$ cat src/rtl/fsm_key_pkg.sv
// fsm_key_pkg: shared state encoding and default key width for the key loader
package fsm_key_pkg;

    localparam int KEY_W_DEF = 8;

    typedef enum logic [2:0] {
        IDLE,
        SHIFT,
        CHECK,
        LOCKED,
        ERROR
    } key_ld_state_t;

endpackage

$ cat src/rtl/key_shift_reg.sv
// key_shift_reg: shadow key register, bit counter and running even-parity accumulator
module key_shift_reg
    import fsm_key_pkg::*;
#(
    parameter int KEY_W = KEY_W_DEF
) (
    input  logic             clk,
    input  logic             rst,
    input  logic             shift_en,
    input  logic             clr,
    input  logic             sdi,
    output logic [KEY_W-1:0] shadow,
    output logic             parity_ok,
    output logic             done
);

    localparam int CNT_W = $clog2(KEY_W + 1);

    logic [CNT_W-1:0] cnt_q;
    logic [KEY_W-1:0] shadow_q, shadow_d;
    logic             par_q;
    logic             last;

    // the counter sitting at KEY_W means the next accepted bit is the parity bit
    assign last      = cnt_q == CNT_W'(KEY_W);
    assign done      = shift_en && last;
    assign shadow    = shadow_q;
    assign parity_ok = ~par_q;

    // place the incoming bit at the index given by the counter; parity bit leaves shadow untouched
    always_comb begin
        shadow_d = shadow_q;
        for (int i = 0; i < KEY_W; i++)
            if (cnt_q == CNT_W'(i)) shadow_d[i] = sdi;
    end

    // clear has priority; the counter saturates at KEY_W, parity folds in every accepted bit
    always_ff @(posedge clk or negedge rst) begin
        if (!rst) begin
            cnt_q    <= '0;
            shadow_q <= '0;
            par_q    <= 1'b0;
        end else if (clr) begin
            cnt_q    <= '0;
            shadow_q <= '0;
            par_q    <= 1'b0;
        end else if (shift_en) begin
            shadow_q <= shadow_d;
            cnt_q    <= last ? cnt_q : cnt_q + CNT_W'(1);
            par_q    <= par_q ^ sdi;
        end
    end

endmodule

$ cat src/rtl/fsm_key_loader.sv
// fsm_key_loader: serial key intake with parity check, gating the downstream controller reset
module fsm_key_loader
    import fsm_key_pkg::*;
#(
    parameter int KEY_W = KEY_W_DEF
) (
    input  logic             clk,
    input  logic             rst,
    input  logic             ld_start,
    input  logic             key_sdi,
    input  logic             key_sin_valid,
    output logic             key_rdy,
    output logic [KEY_W-1:0] key_out,
    output logic             key_valid,
    output logic             key_err,
    output logic             fsm_hold
);

    key_ld_state_t    state_q;
    logic [KEY_W-1:0] key_out_q;
    logic             key_valid_q, key_err_q, fsm_hold_q, key_rdy_q;
    logic [KEY_W-1:0] shadow;
    logic             parity_ok, done, shift_en, clr;

    // a restart request wins over a same-cycle serial bit; CHECK cannot be interrupted
    assign clr      = ld_start && state_q != CHECK;
    assign shift_en = state_q == SHIFT && key_sin_valid && !ld_start;

    assign key_rdy   = key_rdy_q;
    assign key_out   = key_out_q;
    assign key_valid = key_valid_q;
    assign key_err   = key_err_q;
    assign fsm_hold  = fsm_hold_q;

    key_shift_reg #(.KEY_W(KEY_W)) u_shift (
        .clk      (clk),
        .rst      (rst),
        .shift_en (shift_en),
        .clr      (clr),
        .sdi      (key_sdi),
        .shadow   (shadow),
        .parity_ok(parity_ok),
        .done     (done)
    );

    // load sequencing with all outputs registered; key_out only moves when CHECK resolves
    always_ff @(posedge clk or negedge rst) begin
        if (!rst) begin
            state_q     <= IDLE;
            key_out_q   <= '0;
            key_valid_q <= 1'b0;
            key_err_q   <= 1'b0;
            fsm_hold_q  <= 1'b1;
            key_rdy_q   <= 1'b0;
        end else begin
            case (state_q)
                IDLE: if (ld_start) begin
                    state_q   <= SHIFT;
                    key_rdy_q <= 1'b1;
                    key_err_q <= 1'b0;
                end
                SHIFT: if (!ld_start && done) begin
                    state_q   <= CHECK;
                    key_rdy_q <= 1'b0;
                end
                CHECK: begin
                    state_q     <= parity_ok ? LOCKED : ERROR;
                    key_out_q   <= parity_ok ? shadow : '0;
                    key_valid_q <= parity_ok;
                    key_err_q   <= !parity_ok;
                    fsm_hold_q  <= !parity_ok;
                end
                LOCKED: if (ld_start) begin
                    state_q     <= SHIFT;
                    key_rdy_q   <= 1'b1;
                    key_valid_q <= 1'b0;
                    fsm_hold_q  <= 1'b1;
                end
                ERROR: if (ld_start) begin
                    state_q   <= SHIFT;
                    key_rdy_q <= 1'b1;
                    key_err_q <= 1'b0;
                end
                default: begin
                    state_q     <= IDLE;
                    key_rdy_q   <= 1'b0;
                    key_valid_q <= 1'b0;
                    fsm_hold_q  <= 1'b1;
                end
            endcase
        end
    end

endmodule
$ cat config.mk
export PLATFORM = sky130hd
export DESIGN_NAME = fsm_key_loader
export DESIGN_NICKNAME = d
export VERILOG_FILES = /design/src/rtl/fsm_key_pkg.sv /design/src/rtl/key_shift_reg.sv /design/src/rtl/fsm_key_loader.sv
export SDC_FILE = /design/constraint.sdc
export NUM_CORES = 1
export LEC_CHECK = 0
export BUFFER_PORTS_ARGS = -buffer_cell sky130_fd_sc_hd__buf_4
export CAP_MARGIN = 20
export CORE_MARGIN = 2
export CORE_UTILIZATION = 55
export CTS_BUF_LIST = sky130_fd_sc_hd__clkbuf_8
export DETAILED_ROUTE_END_ITERATION = 10
export PLACE_DENSITY = 0.76
export REMOVE_ABC_BUFFERS = 1
export SLEW_MARGIN = 20
export SYNTH_ARGS = -nofsm -noshare
export SYNTH_HDL_FRONTEND = slang
export SYNTH_SLANG_ARGS = --single-unit
$ cat constraint.sdc
create_clock -name clk -period 4 [get_ports clk]
set_input_delay 1 -clock clk [delete_from_list [all_inputs] [get_ports clk]]
set_output_delay 1 -clock clk [all_outputs]
set_load 0.01 [all_outputs]
==> run metrics, run 1 <==
sequential cell area fraction in the yosys report 0.5018; Avg WL per Cell 14.40 µm; Ports 17; Max H-tree Level 1; Finished Core Util 0.6466; DR pass1 iterations 4; Tot Pwr 549.3 µW; Max clock buf depth 2; Slew HR 0.6363; post-DP HPWL 1.808 mm; Synth area leader dfrtp_1; top cells by count, synth 27 x dfrtp_1, 19 x nor2_1, 17 x nand2_1; # port buffers 16; global-route wire length before repair 4.422 mm; vias in the first global route 930; Critical Path RT 3.00 ns; Final period util 0.4821; final hold viol count 0; Die H 54.43 µm; #FFs+latches synth 28; Pleak 0.0007468 µW; PwrDens 349.2 nW/µm²; Crit Path Class register to primary output; area growth from synthesis to layout 12.43%; Slew @ Worst Pin 0.5456 ns; synthesized instance count 142; Total Wirelength 2.649 mm; n_diodes 0; Crit path buffers/inverters 1; root buffer cell clkbuf_8; Worst path top cell family by delay flip-flops; Cell Area, Synth 1399 µm²; Setup Viol. Count Final 0; die area 2963 µm²; largest net degree at the start of global routing 29; vias per inst 5.457; num rows 18; via count 1004; DP Cell Count 180; clk slew on worst S/H paths 0.10 ns; Slowest-stage cell, CP dfstp_2; proportion of layout cells with a drive suffix above 1 0.1753; asr flop ratio synth 1.000; crit end category primary output; ys flop type dfrtp_1; Layout Nets 164; HP Class register to register; average cell area after synthesis 9.851 µm²; Arr. time, crit path 0.93 ns; Fin Clk Skew 0.003976 ns; Syn. warnings 0; final hold slack 0.4867 ns; final setup TNS 0 ns; drt initial violations 27; crit-path cells buf_4; RD Place Congestion 0.8247; gr ovfl total 0; post-CTS setup repair buffer count 0; Critical Path Fanout Max 2; Yosys cell types 30; Area contributors post-synth dfrtp_1 48%, mux2i_1 7.2%, nor2_1 5.1%; critical path launch point type register; RSZ-0062 raised after global routing no; Max Freq 0.5186 GHz; number of synthesized flops with an enable pin 0; max_cap viols 0; outcome finished clean; CTS resizes 0; initial antenna violation count 0; final cell count without fillers 184; area of the core 2432 µm²; Chip Width 54.43 µm; starting density of the core 0.5751; fin crit period 1.928 ns; drt drc 0; CTS tree yes; Num Clock Sinks 28; Crit path largest cell delay 0.55 ns; top cell type's share of synthesized area 0.4830; Post-DRT Antenna Nets 0; Hold-fix buffers, CTS 0; Tot GR Track Use 0.2074; Peak VDD IR 0.2363 mV; Final Slew Violations 0; CTS Buf Count 3; clk_lat worst skew 0.27 ns; most common cell in the netlist dfrtp_1
placed cells by master, fill, tap and decap left out, drive strengths merged, types with 2 or more instances in the layout:
cell type / netlist / final
buf: 6 / 17
nor3b: 2 / 2
inv: 4 / 4
o21ai: 14 / 14
a21oi: 3 / 3
dfrtp: 27 / 27
nor2: 19 / 19
mux2i: 10 / 10
xnor2: 3 / 3
nand3: 13 / 13
clkbuf: 3 / 3
o221ai: 2 / 2
nand2: 17 / 17
nand2b: 3 / 3
ha: 4 / 4
worst register-to-register path, cell delays in order, from the launching register on:
cell,delay (ns)
dfrtp_1,0.52
nand2b_4,0.21
or2_1,0.45
and2_4,0.33
and3b_1,0.19
cells by family (layout without fill, tap and decap cells):
family	after synthesis	in the layout	share of synthesized area
and+or+nand+nor	62	62	0.2236
DFF	28	28	0.5018
muxes	10	10	0.07156
adders and majority gates	4	4	0.03578
xor gates and xnor gates	4	4	0.02505
buffers and inverters	13	25	0.05545
AOI/OAI and AO/OA	21	21	0.08676
flip-flops by register name, summed over array words and instances (netlist names):
name,flops
fsm_hold,1
key_err,1
key_out,8
key_rdy,1
key_valid,1
state_q,3
u_shift.cnt_q,4
u_shift.par_q,1
u_shift.shadow,8
layout make-up:
| type | count | area [µm²] |
|---|---|---|
| sequential | 28 | 701.9 |
| inverter | 4 | 15.01 |
| fill | 205 | 859.6 |
| clock buffer | 3 | 41.29 |
| tap | 30 | 37.54 |
| clock inverter | 1 | 30.03 |
| timing repair buffer | 17 | 127.6 |
| multi-input combinational | 101 | 619.3 |
per-stage QoR:
step | worst slack [ns] | instance area (µm²)
after floorplan | 1.657 | 1336
after global placement | 1.983 | 1501
after detailed placement | 1.929 | 1501
after CTS | 2.068 | 1573
after global routing | 2.041 | 1573
final | 2.072 | 1573
metal layers:
metal | vias to the layer above | GRT usage | routed length, µm
li1 | 498 | - | -
met1 | 488 | 0.2953 | 1309
met2 | 14 | 0.3233 | 1269
met3 | 4 | 0.03279 | 52
met4 | 0 | 0.06250 | 19
met5 | - | 0 | 0
worst paths after layout:
kind / cells after the start / slack (ns) / to / from
worst max register to register: 4 / 2.19 / u_shift.cnt_q[2] / state_q[2]
worst min-delay path: 2 / 0.49 / key_out[3] / key_out[3]
max in group asynchronous: 1 / 3.08 / fsm_hold / rst
min in group asynchronous: 1 / 0.63 / key_valid / rst
worst max-delay path: 1 / 2.07 / fsm_hold / fsm_hold
worst min register to register: 2 / 0.49 / key_out[3] / key_out[3]
power by group:
group / leakage (µW) / switching (µW) / internal [µW]
combinational: 0.000344 / 23.0 / 13.0
clock: 0.0000357 / 90.2 / 134
sequential: 0.000367 / 2.93 / 286
total: 0.000747 / 116 / 433
No activity file was read; power rests on OpenSTA's default activity.
==> run 2: changes to the inputs <==
Clock period 4 ns to 2 ns, I/O delays scaled along.
==> run 2 against run 1 <==
  * Combinational power up 100%
  * Worst setup slack lost 1.8 ns
  * Clock skew down 0.0022 ns
  * Wire length rose by 2.2%
  * Register-to-register slack worse by 1.9 ns
  * Worst hold slack worse by 0.37 ns
  * Via count is 2.2% higher
==> run metrics, run 2 (synthesis gave the netlist of run 1 again) <==
leading cell type in the layout, fill and taps excluded dfrtp_1 (unchanged); Layout Nets 165 (was 164); Pleak 0.0007440 µW (was 0.0007468 µW); PwrDens 649.1 nW/µm² (was 349.2 nW/µm²); Num Clock Sinks 28 (unchanged); final hold viol count 0 (unchanged); area growth from synthesis to layout 11.81% (was 12.43%); # port buffers 16 (unchanged); post-DP HPWL 1.901 mm (was 1.808 mm); proportion of layout cells with a drive suffix above 1 0.1806 (was 0.1753); Chip Width 54.43 µm (unchanged); Die H 54.43 µm (unchanged); global-route wire length before repair 4.595 mm (was 4.422 mm); Arr. time, crit path 1.90 ns (was 0.93 ns); starting density of the core 0.5751 (unchanged); CTS tree yes (unchanged); Max H-tree Level 1 (unchanged); via count 1026 (was 1004); largest net degree at the start of global routing 29 (unchanged); clk slew on worst S/H paths 0.10 ns (about the same); placed cell area 1509 µm² (was 1501 µm²); root buffer cell clkbuf_8 (unchanged); Sw Ratio 0.2367 (was 0.2114); Tot GR Track Use 0.2187 (was 0.2074); max_cap viols 0 (unchanged); gr ovfl total 0 (unchanged); cell area after layout 1564 µm² (was 1573 µm²); Critical Path RT 2.21 ns (was 3.00 ns); die area 2963 µm² (unchanged); drt initial violations 24 (was 27); initial antenna violation count 0 (unchanged); Critical Path Fanout Max 4 (was 2); Slew @ Worst Pin 0.4219 ns (was 0.5456 ns); Slew HR 0.7182 (was 0.6363); num rows 18 (unchanged); Combinational Power Share 0.072 (was 0.066); Hold-fix buffers, CTS 0 (unchanged); final hold slack 0.1216 ns (was 0.4867 ns); Ports 17 (unchanged); crit end category register (was primary output); # fillers 211 (was 205); Final Slew Violations 0 (unchanged); CTS resizes 0 (unchanged); outcome finished clean (unchanged); Psw 240.3 µW (was 116.1 µW); clk_lat worst skew 0.28 ns (was 0.27 ns); Multi-input gate area 619.3 µm² (unchanged); final worst slack 0.3040 ns (was 2.072 ns); RSZ-0062 raised after global routing no (unchanged); HP Class input port to asynchronous set/reset pin (was register to register); clock share of power 0.358 (was 0.408); vias in the first global route 996 (was 930); Final period util 0.8480; area of the core 2432 µm² (unchanged); Max clock buf depth 2 (unchanged); fin crit period 1.696 ns; post-CTS setup repair buffer count 0 (unchanged); critical path launch point type register (unchanged); Post-DRT Antenna Nets 0 (unchanged); Peak VDD IR 0.5353 mV (was 0.2363 mV); Reg area 701.9 µm² (unchanged); sequential fraction of design power 0.570 (was 0.526); drt drc 0 (unchanged); Crit Path Class register to register (was register to primary output); DR pass1 iterations 4 (unchanged); Int Power 774.9 µW (was 433.1 µW); Max Freq 0.5896 GHz; Setup Viol. Count Final 0 (unchanged); n_diodes 0 (unchanged); Avg WL per Cell 14.64 µm (was 14.40 µm); RD Place Congestion 0.7573 (was 0.8247); Fin Clk Skew 0.001798 ns (was 0.003976 ns); CTS Buf Count 3 (unchanged); Total Wirelength 2.708 mm (was 2.649 mm); commonest cells after routing, fill and taps aside 27 x dfrtp_1, 19 x nor2_1, 18 x buf_4, 17 x nand2_1, 14 x o21ai_0 (was 27 x dfrtp_1, 19 x nor2_1, 17 x nand2_1, 17 x buf_4, 14 x o21ai_0); Place WS 0.3335 ns (was 1.929 ns); final setup TNS 0 ns (unchanged); vias per inst 5.546 (was 5.457)
run 2: cell count changes in the layout (fill, tap and decap cells not counted), sizes merged:
cell	before	now
buf	17	18
bufinv	1	0
clkbuf	3	4
run 2: path summary, 6_finish.rpt:
path                                  start         end  slack [ns]  cells past startpoint
hold reg to reg                  key_out[3]  key_out[3]        0.49                      2
setup reg to reg           u_shift.cnt_q[0]  state_q[1]        0.30                      6
setup / recovery           u_shift.cnt_q[0]  state_q[1]        0.30                      6
min in group clk                 key_out[3]  key_out[3]        0.49                      2
hold / removal                          rst   key_valid        0.12                      1
max in group asynchronous               rst    fsm_hold        1.58                      1
run 2: cell type report:
cell class	instances	area share
Clock buffer	4	0.03520
Timing Repair Buffer	18	0.08640
Tap cell	30	0.02400
Inverter	4	0.009600
Sequential cell	28	0.4488
Multi-Input combinational cell	101	0.3960
run 2: power by group through the flow:
stage / clock, µW / sequential [µW] / combinational, µW
finish: 364 / 579 / 72.7
global route: 383 / 581 / 82.9
CTS: 363 / 579 / 73.4
detailed placement: 0 / 590 / 72.3
global placement: 0 / 589 / 69.7
floorplan: 0 / 589 / 37.6
run 2: worst max-delay path, cell delays in order, from the launching register on:
cell and delay, ns:
dfrtp_1 0.42, inv_1 0.13, ha_1 0.24, nand3b_1 0.14, nor3b_1 0.40, nand3_1 0.12, a21oi_1 0.17
run 2: metal layers:
metal	share of wire	up-vias	GRT usage
met4	0.016	0	0.08750
met5	0	-	0
li1	-	504	-
met3	0.034	5	0.01639
met2	0.48	27	0.3534
met1	0.47	490	0.3051
run 2: per-stage QoR:
stage,cells,power (µW),util
2_1_floorplan,133,626.4,-
3_3_place_gp,181,658.7,0.6204
3_5_place_dp,181,662.1,0.6204
4_1_cts,185,1015,0.6430
5_1_grt,185,1047,0.6430
6_report,185,1015,0.6430
==> run 3: changes to the inputs <==
Clock period 2 ns to 1.6 ns, I/O delays scaled along.
==> run 3 against run 2 <==
  * Clock-buffer cell count shrank 1
  * Total power rose by 34%
  * Clock power rose by 49%
  * Cell area up 2.3%
  * Sequential cell count stayed put
==> run metrics, run 3 (synthesis gave the netlist of run 1 again) <==
Max Freq 0.6632 GHz (was 0.5896 GHz); Slew @ Worst Pin 0.4455 ns (was 0.4219 ns); leading cell type in the layout, fill and taps excluded dfrtp_1 (unchanged); Int Power 1082 µW (was 774.9 µW); Peak VDD IR 0.4958 mV (was 0.5353 mV); gr ovfl total 0 (unchanged); vias in the first global route 970 (was 996); Final Slew Violations 0 (unchanged); sequential fraction of design power 0.533 (was 0.570); area growth from synthesis to layout 14.40% (was 11.81%); final cell count without fillers 187 (was 185); Arr. time, crit path 1.71 ns (was 1.90 ns); PwrDens 848.3 nW/µm² (was 649.1 nW/µm²); flop2flop setup slack 0.09 ns (was 0.30 ns); RD Place Congestion 0.8144 (was 0.7573); crit end category register (unchanged); Max H-tree Level 1 (unchanged); Chip Width 54.43 µm (unchanged); Fin Clk Skew 0.004983 ns (was 0.001798 ns); via count 1032 (was 1026); clk slew on worst S/H paths 0.09 ns (was 0.10 ns); post-DP HPWL 1.864 mm (was 1.901 mm); # port buffers 16 (unchanged); outcome finished clean (unchanged); clock share of power 0.401 (was 0.358); Psw 275.3 µW (was 240.3 µW); DP Cell Count 183 (was 181); Setup Viol. Count Final 0 (unchanged); Slew HR 0.7022 (was 0.7182); RSZ-0062 raised after global routing no (unchanged); die area 2963 µm² (unchanged); Critical Path RT 1.80 ns (was 2.21 ns); critical path launch point type register (unchanged); num rows 18 (unchanged); DR pass1 iterations 4 (unchanged); Layout Nets 167 (was 165); global-route wire length before repair 4.305 mm (was 4.595 mm); Total Wirelength 2.542 mm (was 2.708 mm); CTS Buf Count 3 (unchanged); root buffer cell clkbuf_8 (unchanged); initial antenna violation count 0 (unchanged); fin crit period 1.508 ns (was 1.696 ns); Final period util 0.9424 (was 0.8480); proportion of layout cells with a drive suffix above 1 0.1975 (was 0.1806); starting density of the core 0.5751 (unchanged); final worst slack 0.09224 ns (was 0.3040 ns); Sw Ratio 0.2028 (was 0.2367); final hold viol count 0 (unchanged); Critical Path Fanout Max 4 (unchanged); Combinational Power Share 0.067 (was 0.072); Avg WL per Cell 13.59 µm (was 14.64 µm); vias per inst 5.519 (was 5.546); max_cap viols 0 (unchanged); Pleak 0.0007616 µW (was 0.0007440 µW); CTS tree yes (unchanged); Crit Path Class register to register (unchanged); Place WS 0.01589 ns (was 0.3335 ns); drt initial violations 16 (was 24); area of the core 2432 µm² (unchanged); Ports 17 (unchanged); Hold-fix buffers, CTS 0 (unchanged); Max clock buf depth 2 (unchanged); largest net degree at the start of global routing 29 (unchanged); Tot GR Track Use 0.2024 (was 0.2187); clk_lat worst skew 0.27 ns (was 0.28 ns); HP Class input port to asynchronous set/reset pin (unchanged); Post-DRT Antenna Nets 0 (unchanged); n_diodes 0 (unchanged); drt drc 0 (unchanged); commonest cells after routing, fill and taps aside 27 x dfrtp_1, 20 x buf_4, 19 x nor2_1, 17 x nand2_1, 14 x o21ai_0 (was 27 x dfrtp_1, 19 x nor2_1, 18 x buf_4, 17 x nand2_1, 14 x o21ai_0); Die H 54.43 µm (unchanged); Num Clock Sinks 28 (unchanged)
[run 3: metal layers]
metal,global-route usage,up-vias,routed length (µm)
met2,0.3233,20,1166
met3,0.03279,4,66
li1,-,511,-
met1,0.2797,497,1272
met4,0.06667,0,36
met5,0,-,0
[run 3: critical path: stages, from the launching register on]
cell and delay (ns):
dfrtp_1 0.42, inv_1 0.13, ha_1 0.21, nand3b_1 0.14, nor3b_2 0.29, nand3_1 0.11
a21oi_1 0.15
[run 3: what timing repair did]
item / in CTS / in global routing
setup endpoints to repair: 1 / 0
resized for setup: 1 / 0
buffers inserted: 0 / 0
hold endpoints to repair: 0 / 0
[run 3: final timing paths]
| kind | startpoint | depth (start not counted) | endpoint |
|---|---|---|---|
| setup / recovery | u_shift.cnt_q[0] | 6 | state_q[1] |
| min in group clk | ld_start | 3 | state_q[0] |
| hold / removal | rst | 1 | key_err |
| max in group asynchronous | rst | 1 | fsm_hold |
| setup reg to reg | u_shift.cnt_q[0] | 6 | state_q[1] |
| hold reg to reg | key_out[1] | 2 | key_out[1] |
[run 3: per-stage QoR]
stage               cell area (µm²)  setup TNS [ns]  total power [µW]  hold slack [ns]    util
global placement               1524               0             822.7           0.3308  0.6265
CTS                            1600               0              1375          0.03607  0.6579
finish                         1600               0              1358          0.03331  0.6579
global route                   1600               0              1422          0.04455  0.6579
detailed placement             1524               0             827.3           0.3370  0.6265
floorplan                      1336          -1.657             782.9           0.1044       -
[run 3: layout make-up]
class,count,area [µm²]
well taps,30,37.54
clock inverters,1,30.03
multi-input cells,101,624.3
flip-flops and latches,28,701.9
fillers,205,832.0
clock buffers,3,41.29
inverters,4,15.01
repair buffers,20,150.1
[run 3: power groups by stage]
stage / Combinational [µW] / Clock (µW) / Sequential (µW)
floorplan: 47.0 / 0 / 736
global placement: 86.7 / 0 / 736
detailed placement: 90.1 / 0 / 737
CTS: 90.8 / 561 / 723
global route: 103 / 594 / 725
finish: 90.3 / 544 / 723
